--- src/rtl/pipeline_ctrl_gen2_pkg.sv ---
// +----------------------------------------------------------------------+
// | pipeline_ctrl_gen2_pkg: shared encodings for the pipeline controller |
// | Revision: 1.0                                                        |
// +----------------------------------------------------------------------+
`default_nettype none

package pipeline_ctrl_gen2_pkg;

  typedef enum logic [0:0] {
    ST_RUN   = 1'b0,
    ST_FLUSH = 1'b1
  } state_t;

  localparam logic [2:0] c_cause_none   = 3'd0;
  localparam logic [2:0] c_cause_reg    = 3'd1;
  localparam logic [2:0] c_cause_md     = 3'd2;
  localparam logic [2:0] c_cause_ifetch = 3'd3;
  localparam logic [2:0] c_cause_dmem   = 3'd4;
  localparam logic [2:0] c_cause_flush  = 3'd5;

  // Control words packed as {en_pc, en_md, en_d, en_grf}
  localparam logic [3:0] c_cw_reset = 4'b0000;
  localparam logic [3:0] c_cw_flush = 4'b1001;
  localparam logic [3:0] c_cw_dmem  = 4'b0110;
  localparam logic [3:0] c_cw_stall = 4'b0111;
  localparam logic [3:0] c_cw_run   = 4'b1111;

endpackage

`default_nettype wire

--- src/rtl/pipeline_ctrl_gen2_hazard_cmp.sv ---
// +----------------------------------------------------------------------+
// | pipeline_ctrl_gen2_hazard_cmp: one source vs. one producer hazard    |
// | Revision: 1.0                                                        |
// +----------------------------------------------------------------------+
`default_nettype none

module pipeline_ctrl_gen2_hazard_cmp #(
  parameter int REG_W = 5,
  parameter int T_W   = 3
) (
  input  logic             i_use,
  input  logic [REG_W-1:0] i_src,
  input  logic [T_W-1:0]   i_tuse,
  input  logic             i_wen,
  input  logic [REG_W-1:0] i_waddr,
  input  logic [T_W-1:0]   i_tnew,
  output logic             o_conflict
);

  assign o_conflict = i_use && (i_src != '0) && i_wen &&
                      (i_waddr == i_src) && (i_tnew > i_tuse);

endmodule

`default_nettype wire

--- src/rtl/pipeline_ctrl_gen2.sv ---
// +----------------------------------------------------------------------+
// | pipeline_ctrl_gen2: hazard/busy arbitration, flush sequencer, wdog   |
// | Optional perf counters: define PIPE_PERF_CNT_EN. Revision: 1.0       |
// +----------------------------------------------------------------------+
`default_nettype none

module pipeline_ctrl_gen2
  import pipeline_ctrl_gen2_pkg::*;
#(
  parameter int NPROD        = 3,
  parameter int REG_W        = 5,
  parameter int T_W          = 3,
  parameter int FLUSH_CYCLES = 1,
  parameter int WDOG_LIMIT   = 1023,
  parameter int CNT_W        = 32
) (
  input  logic                   clk,
  input  logic                   reset,
  input  logic                   d_use_rs,
  input  logic                   d_use_rt,
  input  logic [REG_W-1:0]       d_rs,
  input  logic [REG_W-1:0]       d_rt,
  input  logic [T_W-1:0]         d_tuse_rs,
  input  logic [T_W-1:0]         d_tuse_rt,
  input  logic                   d_is_md,
  input  logic [NPROD-1:0]       prod_wen,
  input  logic [NPROD*REG_W-1:0] prod_waddr,
  input  logic [NPROD*T_W-1:0]   prod_tnew,
  input  logic                   busy_i,
  input  logic                   busy_d,
  input  logic                   busy_md,
  input  logic                   exl_req,
  output logic                   en_pc,
  output logic                   en_md,
  output logic                   en_d,
  output logic                   en_grf,
  output logic [NPROD:0]         stall_o,
  output logic [NPROD:0]         clear_o,
  output logic [2:0]             stall_cause,
  output logic                   hang_o,
  input  logic [1:0]             perf_sel,
  output logic [CNT_W-1:0]       perf_data
);

  localparam int              c_nstg       = NPROD + 1;
  localparam logic [3:0]      c_flush_load = 4'(FLUSH_CYCLES - 1);
  localparam int              c_wd_w       = $clog2(WDOG_LIMIT + 1);
  localparam logic [c_wd_w-1:0] c_wd_max   = c_wd_w'(WDOG_LIMIT);

  logic [NPROD-1:0] w_conf_rs;
  logic [NPROD-1:0] w_conf_rt;
  logic             w_wait_reg;
  logic             w_wait_md;
  logic [3:0]       w_cw;
  logic             w_stalled;

  state_t           r_state;
  state_t           w_state_nxt;
  logic [3:0]       r_flush_cnt;
  logic [3:0]       w_flush_cnt_nxt;
  logic [c_wd_w-1:0] r_wdog;
  logic [c_wd_w-1:0] w_wdog_nxt;
  logic             r_hang;

  for (genvar k = 0; k < NPROD; k++) begin : g_prod
    pipeline_ctrl_gen2_hazard_cmp #(.REG_W(REG_W), .T_W(T_W)) u_rs (
      .i_use      (d_use_rs),
      .i_src      (d_rs),
      .i_tuse     (d_tuse_rs),
      .i_wen      (prod_wen[k]),
      .i_waddr    (prod_waddr[k*REG_W +: REG_W]),
      .i_tnew     (prod_tnew[k*T_W +: T_W]),
      .o_conflict (w_conf_rs[k])
    );
    pipeline_ctrl_gen2_hazard_cmp #(.REG_W(REG_W), .T_W(T_W)) u_rt (
      .i_use      (d_use_rt),
      .i_src      (d_rt),
      .i_tuse     (d_tuse_rt),
      .i_wen      (prod_wen[k]),
      .i_waddr    (prod_waddr[k*REG_W +: REG_W]),
      .i_tnew     (prod_tnew[k*T_W +: T_W]),
      .o_conflict (w_conf_rt[k])
    );
  end

  assign w_wait_reg = |{w_conf_rs, w_conf_rt};
  assign w_wait_md  = busy_md && d_is_md;

  // The EXL cycle itself is the first flush cycle, so the counter tracks
  // how many flush cycles remain after the current one.
  always_comb begin
    w_state_nxt     = r_state;
    w_flush_cnt_nxt = r_flush_cnt;
    if (exl_req) begin
      w_flush_cnt_nxt = c_flush_load;
      w_state_nxt     = (c_flush_load != 4'd0) ? ST_FLUSH : ST_RUN;
    end else if (r_state == ST_FLUSH) begin
      w_flush_cnt_nxt = r_flush_cnt - 4'd1;
      if (r_flush_cnt <= 4'd1) begin
        w_state_nxt = ST_RUN;
      end
    end
  end

  always_ff @(posedge clk) begin
    if (!reset) begin
      r_state     <= ST_RUN;
      r_flush_cnt <= '0;
    end else begin
      r_state     <= w_state_nxt;
      r_flush_cnt <= w_flush_cnt_nxt;
    end
  end

  always_comb begin
    w_cw        = c_cw_run;
    stall_o     = '0;
    clear_o     = '0;
    stall_cause = c_cause_none;
    if (!reset) begin
      w_cw    = c_cw_reset;
      clear_o = '1;
    end else if (exl_req || (r_state == ST_FLUSH)) begin
      w_cw        = c_cw_flush;
      clear_o     = '1;
      stall_cause = c_cause_flush;
    end else if (busy_d) begin
      w_cw        = c_cw_dmem;
      stall_o     = '1;
      stall_cause = c_cause_dmem;
    end else if (w_wait_reg || w_wait_md || busy_i) begin
      w_cw    = c_cw_stall;
      stall_o = c_nstg'(1);
      clear_o = c_nstg'(2);
      if (w_wait_reg)     stall_cause = c_cause_reg;
      else if (w_wait_md) stall_cause = c_cause_md;
      else                stall_cause = c_cause_ifetch;
    end
  end

  assign {en_pc, en_md, en_d, en_grf} = w_cw;

  assign w_stalled = (stall_cause != c_cause_none) && (stall_cause != c_cause_flush);

  always_comb begin
    w_wdog_nxt = '0;
    if (w_stalled) begin
      w_wdog_nxt = (r_wdog == c_wd_max) ? r_wdog : r_wdog + 1'b1;
    end
  end

  always_ff @(posedge clk) begin
    if (!reset) begin
      r_wdog <= '0;
      r_hang <= 1'b0;
    end else begin
      r_wdog <= w_wdog_nxt;
      if (w_wdog_nxt == c_wd_max) begin
        r_hang <= 1'b1;
      end
    end
  end

  assign hang_o = r_hang;

`ifdef PIPE_PERF_CNT_EN
  logic [CNT_W-1:0] r_perf [4];

  for (genvar i = 0; i < 4; i++) begin : g_perf
    always_ff @(posedge clk) begin
      if (!reset) begin
        r_perf[i] <= '0;
      end else if (w_stalled && (stall_cause == 3'(i + 1))) begin
        r_perf[i] <= r_perf[i] + CNT_W'(1);
      end
    end
  end

  assign perf_data = r_perf[perf_sel];
`else
  logic w_unused_perf_sel;
  assign w_unused_perf_sel = ^perf_sel;
  assign perf_data         = '0;
`endif

endmodule

`default_nettype wire

--- config.mk ---
export PLATFORM = sky130hd
export DESIGN_NAME = pipeline_ctrl_gen2
export DESIGN_NICKNAME = d
export VERILOG_FILES = /design/src/rtl/pipeline_ctrl_gen2_pkg.sv /design/src/rtl/pipeline_ctrl_gen2_hazard_cmp.sv /design/src/rtl/pipeline_ctrl_gen2.sv
export SDC_FILE = /design/constraint.sdc
export NUM_CORES = 1
export LEC_CHECK = 0
export BUFFER_PORTS_ARGS = -buffer_cell sky130_fd_sc_hd__buf_2
export CAP_MARGIN = 20
export CORE_ASPECT_RATIO = 2
export CORE_MARGIN = 4
export CORE_UTILIZATION = 30
export CTS_CLUSTER_DIAMETER = 100
export CTS_CLUSTER_SIZE = 24
export DETAILED_ROUTE_END_ITERATION = 8
export GPL_ROUTABILITY_DRIVEN = 0
export PLACE_DENSITY = 0.57
export SETUP_SLACK_MARGIN = 0.5
export SYNTH_ARGS = -nofsm -noshare
export SYNTH_HDL_FRONTEND = slang
export SYNTH_HIERARCHICAL = 1
export SYNTH_SLANG_ARGS = --single-unit
--- constraint.sdc ---
create_clock -name clk -period 4.9 [get_ports clk]
set_input_delay 0.49 -clock clk [delete_from_list [all_inputs] [get_ports clk]]
set_output_delay 0.49 -clock clk [all_outputs]
set_load 0.05 [all_outputs]
# [Word level (Yosys, flattened, before mapping)]
# Cells that the tools add are included.
# W data, S select, Z words.
[totals] wordCells=76 regBits=16 out_inout_bits=48 in_bits=54
[op_classes] bitwise=2 addsub=2 reduce_logical=31 order_cmp=7 n_eq_ne=9 n_mux=21
[ops] operator="$mux W4" count=9
[ops] operator="$eq A5 B5 Y1" count=6
[ops] operator="$logic_and A1 B1 Y1" count=22
[ops] operator="$eq A10 B10 Y1 const B" count=2
[ops] operator="$mux W10" count=2
[ops] operator="$gt A3 B3 Y1" count=6
[ops] operator="$add A10 B1 Y10 const B" count=1
[ops] operator="$reduce_bool A5 Y1" count=2
[ops] operator="$mux W3" count=3
[ops] operator="$mux W2" count=4
[ops] operator="$reduce_or A6 Y1" count=1
[ops] operator="$le A4 B1 Y1 const B" count=1
[ops] operator="$sub A4 B1 Y4 const B" count=1
[ops] operator="$logic_or A1 B1 Y1" count=3
[ops] operator="$mux W1" count=3
[ops] operator="$ne A3 B3 Y1 const B" count=1
[ops] operator="$reduce_bool A3 Y1" count=1
[ops] operator="$reduce_or A3 Y1" count=1
[ops] operator="$not A1 Y1" count=2
[ops] operator="$reduce_or A2 Y1" count=1

# [Depth between registers and ports, before layout]
# Gate-level depths: netlist of run 1.
[depth] ltp_word=16 mapped_depth=11 mapped_depth_nobuf=11

# [Hierarchy]
# The synthesis of run 1 kept the hierarchy.
[modules_own_cells] mod="pipeline_ctrl_gen2" cells_per_inst=159 seq_area_each_um2=320.3 instances=1 area_per_inst_um2=1280.0
[modules_own_cells] mod="pipeline_ctrl_gen2_hazard_cmp" cells_per_inst=20 seq_area_each_um2=0.0 instances=6 area_per_inst_um2=147.6

# [Least setup slack after synthesis of run 1]
# OpenSTA, ideal clock, no wires.
[synth_path] path_type="input to output" from="input port d_tuse_rt[1]" to="output port en_pc" path_buffers=0 setup_slack_ps=1429 t_required_ps=4410 stages=11 t_arrival_ps=2981 cell_sequence="inv_1 ha_1 nor2b_1 o21a_1 o21ai_1 nor3_2 or4_4 or2_0 inv_1 nand3b_1 a21oi_1"
[synth_between] elab_chain_len=9 word_cells_on_any_way=13 classes_between="order compare (3); mux (4); reduce/logical (6)"
[synth_lines] element="start: declaration" line_no="pipeline_ctrl_gen2.sv:24" text="input logic [T_W-1:0] d_tuse_rt,"
[synth_lines] element="$gt A3 B3 Y1" line_no="pipeline_ctrl_gen2_hazard_cmp.sv:21" text="(i_waddr == i_src) && (i_tnew > i_tuse);"
[synth_lines] element="$logic_and A1 B1 Y1" line_no="pipeline_ctrl_gen2_hazard_cmp.sv:21"
[synth_lines] element="via w_conf_rt[0]" line_no="pipeline_ctrl_gen2.sv:51" text="logic [NPROD-1:0] w_conf_rt;"
[synth_lines] element="$reduce_or A6 Y1" line_no="pipeline_ctrl_gen2.sv:86" text="assign w_wait_reg = |{w_conf_rs, w_conf_rt};"
[synth_lines] element="$logic_or A1 B1 Y1 (2 in a row)" line_no="pipeline_ctrl_gen2.sv:131" text="end else if (w_wait_reg || w_wait_md || busy_i) begin"
[synth_lines] element="$mux W4" line_no="pipeline_ctrl_gen2.sv:131"
[synth_lines] element="$mux W4" line_no="pipeline_ctrl_gen2.sv:127" text="end else if (busy_d) begin"
[synth_lines] element="$mux W4" line_no="pipeline_ctrl_gen2.sv:123" text="end else if (exl_req || (r_state == ST_FLUSH)) begin"
[synth_lines] element="$mux W4" line_no="pipeline_ctrl_gen2.sv:120" text="if (!reset) begin"
[synth_lines] element="end: declaration" line_no="pipeline_ctrl_gen2.sv:33" text="output logic en_pc,"
# The timed path passes the listed nets, and every way through them passes these cells.

# [Worst setup path in the final report of run 1]
[layout_path] from="input port d_tuse_rt[1]" to="output port stall_cause[1]"
[layout_between] elab_chain_len=9 word_cells_on_any_way=14 classes_between="order compare (3); mux (5); reduce/logical (6)"
[layout_lines] element="$gt A3 B3 Y1 *" line_no="pipeline_ctrl_gen2_hazard_cmp.sv:21"
[layout_lines] element="$logic_and A1 B1 Y1 *" line_no="pipeline_ctrl_gen2_hazard_cmp.sv:21"
[layout_lines] element="via w_conf_rt[0]" line_no="pipeline_ctrl_gen2.sv:51"
[layout_lines] element="$reduce_or A6 Y1 *" line_no="pipeline_ctrl_gen2.sv:86"
[layout_lines] element="$logic_or A1 B1 Y1 (2 in a row)" line_no="pipeline_ctrl_gen2.sv:131"
[layout_lines] element="$mux W2 *" line_no="pipeline_ctrl_gen2.sv:131"
[layout_lines] element="$mux W3 *" line_no="pipeline_ctrl_gen2.sv:127"
[layout_lines] element="$mux W3 *" line_no="pipeline_ctrl_gen2.sv:123"
[layout_lines] element="$mux W3 *" line_no="pipeline_ctrl_gen2.sv:120"
[layout_lines] element="end: declaration" line_no="pipeline_ctrl_gen2.sv:39" text="output logic [2:0] stall_cause,"
# The timed path passes the listed nets; every way through them passes the cells marked *.

==> summary.md, run 1 <==
| Metric | Value |
|---|---|
| Finished Cell Area | 2510 sq um |
| Final Core Density | 35.9% |
| WHS | 0.468 ns |
| LEAKAGE | between 1 and 1.5 nW |
| Setup bufs post-CTS | 0 |
| DRT iter0 DRCs | 70 |
| Final setup viols | 0 |
| DRT Pass-1 Iters | 4 |
| Largest area contributor in the netlist | dfxtp_1 |
| Post-route worst setup slack | 1.50 ns |
| Die area | 8730 sq um |
| CTS tree | yes |
| Multi-input gate area | roughly 1500 sq um |
| Post-DP Area | roughly 2400 sq um |
| Distinct cells, synth | 48 |
| Post-CTS resize count | 0 |
| Synthesis-to-finish area growth | 15.9% |
| Via count | between 2000 and 2500 |
| Worst-skew pair later-pin latency | ~0.25 ns |
| Layout cells sized above 1 | between 20% and 30% |
| Dpl ws | ~1.5 ns |
| Clk sinks | 16 |
| Wire per inst | 14.0 um |
| Residual DRC | 0 |
| Synth warnings | 6 |
| Max-capacitance violation count | 0 |
| Crit-path max FO | 3 |
| First-pass GRT wire length | 8880 um |
| Vias in the first global route | 1995 |
| Final min period | 3.40 ns |
| RSZ-0062 raised after global routing | no |
| Net switching power | 202 uW |
| Leading cell types in the layout, fill and taps excluded | buf_2 (67), inv_1 (32), conb_1 (32) |
| CP arrival | 2.91 ns |
| CP startpoint kind | input port |
| Final Max Slew Viols | 0 |
| Post-DP HPWL | ~5400 um |
| F_max | a little under 300 MHz |
| Synth Register Bits | 16 |
| H-Tree Level Count | 1 |
| Num CTS Buffers | 3 |
| Post-synthesis sequential area ratio | 14.8% |
| Min-Delay Startpoint | hang_o$_SDFFE_PN0N_ |
| Ys async rst share | 0% |
| Register area | roughly 320 sq um |
| Sum Neg Setup Slack | 0 ns |
| Syn Inst Count | 279 |
| Hold buffer count at CTS | 0 |
| CTS root buf | clkbuf_16 |
| Crit-path max cell delay | 0.56 ns |
| Setup CP Type | in -> out |
| Outcome | finished, final reports clean |
| Clock power frac | 35.2% |
| PwrDens | 205 nW/um^2 |
| Sw frac | about two fifths |
| Initial Utilization | 31.0% |
| Synth top area cells | dfxtp_1 (15%), buf_4 (14%), ha_1 (12%) |
| Final wirelength | 6010 um |
| Crit path from | d_tuse_rt[1] |
| EDFF count, synth | 0 |
| Fill cells | 780 |
| Slew HR | between 60% and 70% |
| Max clock buf depth | 2 |
| Die X | 68.1 um |
| Logic pwr share | 39.1% |
| Mapped Area | 2170 sq um |
| Final worst-path cycle share | between 60% and 70% |
| Peak VDD IR | between 0.00008 and 0.00009 V |
| Most common cell after layout, fill and taps aside | buf_2 |
| # nets final | 415 |
| Critical path cell sequence | buf_2 -> inv_1 -> ha_1 -> nor2b_1 -> o21a_1 -> o21ai_1 -> nor3_2 -> or4_4 -> or2_0 -> inv_1 -> nand3b_1 -> and4_1 -> buf_2 |
| GRT Util Overall | 13.6% |
| Bufs and invs on worst path | 4 |
| Internal power | 314 uW |
| Antenna Cells | 0 |
| Worst Tran Pin Value | 0.552 ns |
| Post-DRT Antenna Nets | 0 |
| CP delay by family, top | simple AND/OR/NAND/NOR gates |
| Placed Cells | approximately 430 |
| Worst-path clk slew | roughly 0.050 ns |
| Flop pwr share | 25.6% |
| Row cnt | 43 |
| DR vias/cell | between 4 and 5 |
| PortBufs | 67 |
| Antenna violations before repair | 0 |
| Non-Filler Instances | 429 |
| Final clock skew | 0.00120 ns |
| Synthesized area per cell | around 7.8 sq um |
| Post-synth top flop | dfxtp_1 |
| Final hold vios | 0 |
| Die Ht | 128 um |
| Largest net degree at the start of global routing | 12 |
| HP Class | reg -> reg |
| CP Capture Type | output port |
| Core ar. | 6990 sq um |
| Worst reg2reg startpoint | r_wdog[0]$_SDFF_PN0_ |
| Grt total ovfl | 0 |
| I/O Pins | 102 |
| Total Power | 516 uW |
| Critical Path RT | 4.41 ns |
| Top cell type's share of synthesized area | 14.8% |
| Crit-path slowest cell | or4_4 |
## kinds of logic (layout without fill, tap and decap cells)
| group | after synthesis | count (layout) | share of synthesized area (%) |
|---|---|---|---|
| xor+xnor | 29 | 29 | 11.7 |
| other cells | 1 | 32 | 0.173 |
| flops | 16 | 16 | 14.8 |
| simple gates | 90 | 90 | 25.5 |
| buf+inv | 74 | 103 | 19.8 |
| fa+ha+maj | 21 | 21 | 12.1 |
| compound gates | 46 | 46 | 15.0 |
| mux | 2 | 2 | 0.924 |
## sequential cells by signal, summed over array words and instances, names as in the netlist
register and flops:
r_flush_cnt 4, hang_o 1, r_wdog 10, r_state 1
## layout make-up
class / count / area share [%]
multi-input cells: 220 / 61.1
repair buffers: 67 / 13.4
flip-flops and latches: 16 / 12.8
inverters: 32 / 4.78
well taps: 90 / 4.48
clock buffers: 4 / 3.54
## cell usage after synthesis (8+ instances only)
master / number
nand4_1: 8
buf_4: 39
nor2_1: 17
xnor2_1: 27
nand2_1: 11
inv_1: 32
nand3_1: 8
dfxtp_1: 16
nor2b_1: 9
ha_1: 21
## layer usage
metal	global-route usage, %	vias to the layer above	routed length [um]
met5	0	-	0
met4	8.91	0	284
met3	1.23	18	324
met2	27.0	86	3490
met1	11.6	957	1910
li1	-	1023	-
## power groups by stage
stage                     combinational (mW)  clock (mW)  sequential [mW]
after global placement                 0.200           0            0.135
final                                  0.202       0.182            0.132
after detailed placement               0.202           0            0.135
after floorplan                        0.166           0            0.135
after global routing                   0.218       0.190            0.132
after CTS                              0.203       0.185            0.132
## final timing paths
| check | end | slack, ns | cells after the start |
|---|---|---|---|
| min | hang_o$_SDFFE_PN0N_ | 0.47 | 2 |
| max reg2reg | hang_o$_SDFFE_PN0N_ | 2.89 | 6 |
| min reg2reg | hang_o$_SDFFE_PN0N_ | 0.47 | 2 |
| max | stall_cause[1] | 1.50 | 13 |
## worst register-to-register path: stages (launching register included)
cell and delay, ns:
dfxtp_1 0.43, ha_1 0.42, nand3_1 0.22, or2_1 0.27, a211oi_1 0.21, o211ai_1 0.11
o31ai_1 0.25
Power figures use the tool's default switching activity.
==> run 2: changes to the inputs <==
PLACE_DENSITY = 0.59   (was 0.57)
clock period = 3 ns   (was 4.9 ns; I/O delays follow)
==> summary.md, run 2 (synthesis results as in run 1) <==
| Metric | Value |
|---|---|
| Initial Utilization | 31.0% |
| Final min period | 2.79 ns |
| Residual DRC | 0 |
| Net switching power | 330 uW |
| Outcome | finished, final reports clean |
| Num CTS Buffers | 3 |
| Setup bufs post-CTS | 0 |
| F_max | 358 MHz |
| Final setup viols | 0 |
| Die X | 68.1 um |
| Post-DP HPWL | around 5300 um |
| Setup CP Type | in -> out |
| PortBufs | 67 |
| Grt total ovfl | 0 |
| Post-DRT Antenna Nets | 0 |
| DRT Pass-1 Iters | 4 |
| Max-capacitance violation count | 0 |
| Most common cell after layout, fill and taps aside | buf_2 |
| Flop pwr share | 25.0% |
| # nets final | ~420 |
| Critical Path RT | 2.70 ns |
| Antenna violations before repair | 0 |
| Sw frac | 38.2% |
| Peak VDD IR | between 0.0001 and 0.00015 V |
| CTS tree | yes |
| Crit-path max FO | 3 |
| CTS root buf | clkbuf_16 |
| I/O Pins | 102 |
| Hold buffer count at CTS | 0 |
| CP Capture Type | output port |
| Post-route worst setup slack | 0.206 ns |
| Biggest regs | r_wdog (10), r_flush_cnt (4) |
| Final clock skew | 0.00210 ns |
| Die area | 8730 sq um |
| H-Tree Level Count | 1 |
| Final Core Density | 38.9% |
| Layout cells sized above 1 | a little under a third |
| Max FFs per register | 10 |
| Final Max Slew Viols | 0 |
| DR vias/cell | 4.88 |
| Vias in the first global route | roughly 2000 |
| Placed Cells | 429 |
| LEAKAGE | 1.19 nW |
| Non-Filler Instances | around 430 |
| Fill cells | ~760 |
| Max clock buf depth | 2 |
| Die Ht | 128 um |
| Via count | 2120 |
| Worst-skew pair later-pin latency | 0.25 ns |
| Row cnt | 43 |
| Clk sinks | 16 |
| CP arrival | approximately 2.5 ns |
| Worst-path clk slew | 0.05 ns |
| Wire per inst | 13.6 um |
| HP Class | in -> reg |
| Final hold vios | 0 |
| DRT iter0 DRCs | 72 |
| Synthesis-to-finish area growth | 25.7% |
| Final worst-path cycle share | 93.1% |
| Most flop-heavy register | r_wdog |
| PwrDens | 317 nW/um^2 |
| Clock power frac | 33.2% |
| WHS | 0.327 ns |
| GRT Util Overall | a little over an eighth |
| Internal power | 534 uW |
| Logic pwr share | 41.8% |
| CP startpoint kind | input port |
| Largest net degree at the start of global routing | 12 |
| Leading cell types in the layout, fill and taps excluded | buf_2 (58), conb_1 (32), inv_1 (27), xnor2_1 (27), ha_1 (17) |
| Core ar. | 6990 sq um |
| RSZ-0062 raised after global routing | yes |
| Dpl ws | -0.0238 ns |
| Final wirelength | a little under 6000 um |
| First-pass GRT wire length | 9050 um |
-- run 2: cell types whose count changed in the layout (fill, tap and decap cells not counted), sizes merged --
cell / delta
buf: +4
diode: +1
-- run 2: path summary, 6_finish.rpt --
path / startpoint / to / slack, ns / cells after the start
max reg2reg: r_wdog[0]$_SDFF_PN0_ / hang_o$_SDFFE_PN0N_ / 0.96 / 6
min: reset / hang_o$_SDFFE_PN0N_ / 0.33 / 3
max: d_tuse_rt[1] / clear_o[1] / 0.21 / 13
min reg2reg: hang_o$_SDFFE_PN0N_ / hang_o$_SDFFE_PN0N_ / 0.45 / 2
-- run 2: timing repair --
item / 4_1_cts / 5_1_grt
pin swaps: 13 / 1
resized for setup: 33 / 0
setup endpoints to repair: 5 / 5
-- run 2: layout make-up --
| type | instances | area, sq um | area share [%] |
|---|---|---|---|
| multi-input cells | 220 | 1630 | 59.8 |
| repair buffers | 71 | 438 | 16.1 |
| flip-flops and latches | 16 | 320 | 11.8 |
| inverters | 32 | 133 | 4.87 |
| well taps | 90 | 113 | 4.14 |
| clock buffers | 4 | 88.8 | 3.26 |
| diodes | 1 | 2.50 | 0.0919 |
-- run 2: power groups by stage --
| stage | sequential [mW] | combinational, mW | clock [mW] |
|---|---|---|---|
| global route | 0.216 | 0.391 | 0.307 |
| CTS | 0.216 | 0.363 | 0.292 |
| detailed placement | 0.220 | 0.343 | 0 |
| floorplan | 0.220 | 0.279 | 0 |
| finish | 0.216 | 0.361 | 0.287 |
| global placement | 0.220 | 0.338 | 0 |
-- run 2: worst max-delay path, cell delays in order --
cell	delay, ns
buf_12	0.11
inv_4	0.05
ha_4	0.18
nor2b_1	0.12
o21a_1	0.17
o21ai_2	0.12
nor3_2	0.05
or4_4	0.53
or2_0	0.21
inv_1	0.07
nand3b_1	0.17
a21o_2	0.25
buf_8	0.15
-- run 2: routing by layer --
metal,global-route usage (%),up-vias,wire length [um]
met3,1.67,20,338
met1,12.6,973,1920
met2,26.5,90,3400
met5,0,-,0
met4,7.39,0,259
li1,-,1037,-
-- run 2: per-stage QoR --
stage	total power, mW	area [sq um]	setup TNS [ns]
after global placement	0.558	2520	-0.00788
after CTS	0.872	2720	0
after global routing	0.915	2720	0
after floorplan	0.499	2350	0
final	0.864	2720	0
after detailed placement	0.563	2520	-0.0268
==> run 3: changes to the inputs <==
SETUP_SLACK_MARGIN = 0.05   (was 0.5)
==> summary.md, run 3 (synthesis results as in run 1) <==
| Metric | Value |
|---|---|
| Via count | 2087 |
| Setup CP Type | in -> out |
| Final wirelength | 5850 um |
| Biggest regs | r_wdog (10), r_flush_cnt (4) |
| Worst-path clk slew | 0.05 ns |
| CP startpoint kind | input port |
| CTS root buf | clkbuf_16 |
| Crit-path slowest cell | or4_4 |
| Placed Cells | 427 |
| Final Core Density | 37.2% |
| RSZ-0062 raised after global routing | no |
| PwrDens | about 320 nW/um^2 |
| I/O Pins | 102 |
| Flop pwr share | 25.7% |
| HP Class | in -> reg |
| Num CTS Buffers | 3 |
| Most common cell after layout, fill and taps aside | buf_2 |
| Final Max Slew Viols | 0 |
| Non-Filler Instances | 432 |
| Max clock buf depth | 2 |
| Sw frac | roughly two fifths |
| Grt total ovfl | 0 |
| Leading cell types in the layout, fill and taps excluded | buf_2 (63), conb_1 (32), inv_1 (31) |
| PortBufs | 67 |
| First-pass GRT wire length | 8800 um |
| Row cnt | 43 |
| DRT Pass-1 Iters | 5 |
| Wire per inst | 13.5 um |
| Final clock skew | 0.00116 ns |
| Final min period | 2.84 ns |
| CP arrival | around 2.5 ns |
| Antenna Cells | 0 |
| Initial Utilization | 31.0% |
| Worst-skew pair later-pin latency | 0.24 ns |
| Net switching power | around 320 uW |
| Post-DP HPWL | 5220 um |
| Max FFs per register | 10 |
| Residual DRC | 0 |
| Most flop-heavy register | r_wdog |
| Outcome | finished, final reports clean |
| Die Ht | ~130 um |
| Layout cells sized above 1 | 28.4% |
| Crit-path max FO | 3 |
| Internal power | 521 uW |
| Sum Neg Setup Slack | 0 ns |
| Die X | 68.1 um |
| Post-route worst setup slack | between 0.15 and 0.2 ns |
| Core ar. | 6990 sq um |
| CP Capture Type | output port |
| Post-DRT Antenna Nets | 0 |
| Logic pwr share | 40.5% |
| # nets final | 418 |
| Critical Path RT | 2.70 ns |
| CP delay by family, top | simple AND/OR/NAND/NOR gates |
| Clk sinks | 16 |
| Synthesis-to-finish area growth | 20.2% |
| CTS tree | yes |
| Peak VDD IR | 0.000138 V |
| Final setup viols | 0 |
| Clock power frac | 33.8% |
| Dpl ws | 0.0419 ns |
| Final hold vios | 0 |
| Final worst-path cycle share | 94.6% |
| Die area | 8730 sq um |
| GRT Util Overall | 13.2% |
| Worst path most repeated cell | inv_1 |
| Bufs and invs on worst path | 4 |
| LEAKAGE | 1.16 nW |
| F_max | 352 MHz |
| Critical path cell sequence | buf_4 -> inv_1 -> ha_4 -> nor2b_1 -> o21a_1 -> o21ai_1 -> nor3_2 -> or4_4 -> or2_0 -> inv_1 -> nand3b_1 -> and4_1 -> buf_6 |
| Vias in the first global route | 1973 |
| DRT iter0 DRCs | 87 |
| Crit-path max cell delay | 0.53 ns |
| Max-capacitance violation count | 0 |
| Reg-to-reg slack, setup | ~0.99 ns |
| Hold buffer count at CTS | 0 |
| Largest net degree at the start of global routing | 12 |
| DR vias/cell | 4.83 |
| H-Tree Level Count | 1 |
| Antenna violations before repair | 2 |
run 3: cell types whose count changed in the layout (fill, tap and decap cells not counted), sizes merged:
cell,change
buf,-1
diode,-1
run 3: final cells by class:
type,instances,area (sq um)
fill,735,4390
multi-input combinational,220,1590
timing repair buffer,70,372
sequential,16,320
inverter,32,120
tap,90,113
clock buffer,4,88.8
run 3: repair_timing:
action,4_1_cts,5_1_grt
setup endpoints to repair,1,3
pin swaps,0,8
resized for setup,1,13
buffers inserted,0,1
run 3: power groups by stage:
stage               logic [mW]  clock network, mW  registers [mW]
floorplan                0.272                  0           0.220
global placement         0.326                  0           0.220
detailed placement       0.330                  0           0.220
CTS                      0.331              0.293           0.216
global route             0.367              0.305           0.216
finish                   0.341              0.284           0.216
run 3: per-layer routing:
metal	part of all wire [%]	track usage, %
met5	0.46	0
met4	5.5	7.15
met3	7.2	2.89
met2	56	26.5
met1	31	10.8
run 3: path summary, 6_finish.rpt:
kind	start	endpoint	cells after the start
worst max-delay path	d_tuse_rs[1]	stall_cause[1]	13
worst min-delay path	reset	hang_o$_SDFFE_PN0N_	3
worst max register to register	r_wdog[0]$_SDFF_PN0_	hang_o$_SDFFE_PN0N_	6
worst min register to register	hang_o$_SDFFE_PN0N_	hang_o$_SDFFE_PN0N_	2
run 3: worst min-delay path: cells and delay by family:
kind	cells	cell delay (ns)
AND/OR/NAND/NOR	1	0.07
AO/OA/AOI/OAI	1	0.05
buffers and inverters	1	0.14
run 3: metrics by stage:
stage | power (mW) | cell area (sq um) | hold slack, ns
2_1_floorplan | 0.492 | 2290 | 0.413
3_3_place_gp | 0.546 | 2440 | 0.442
3_5_place_dp | 0.551 | 2440 | 0.441
4_1_cts | 0.839 | 2530 | 0.349
5_1_grt | 0.889 | 2600 | 0.363
6_report | 0.840 | 2600 | 0.345
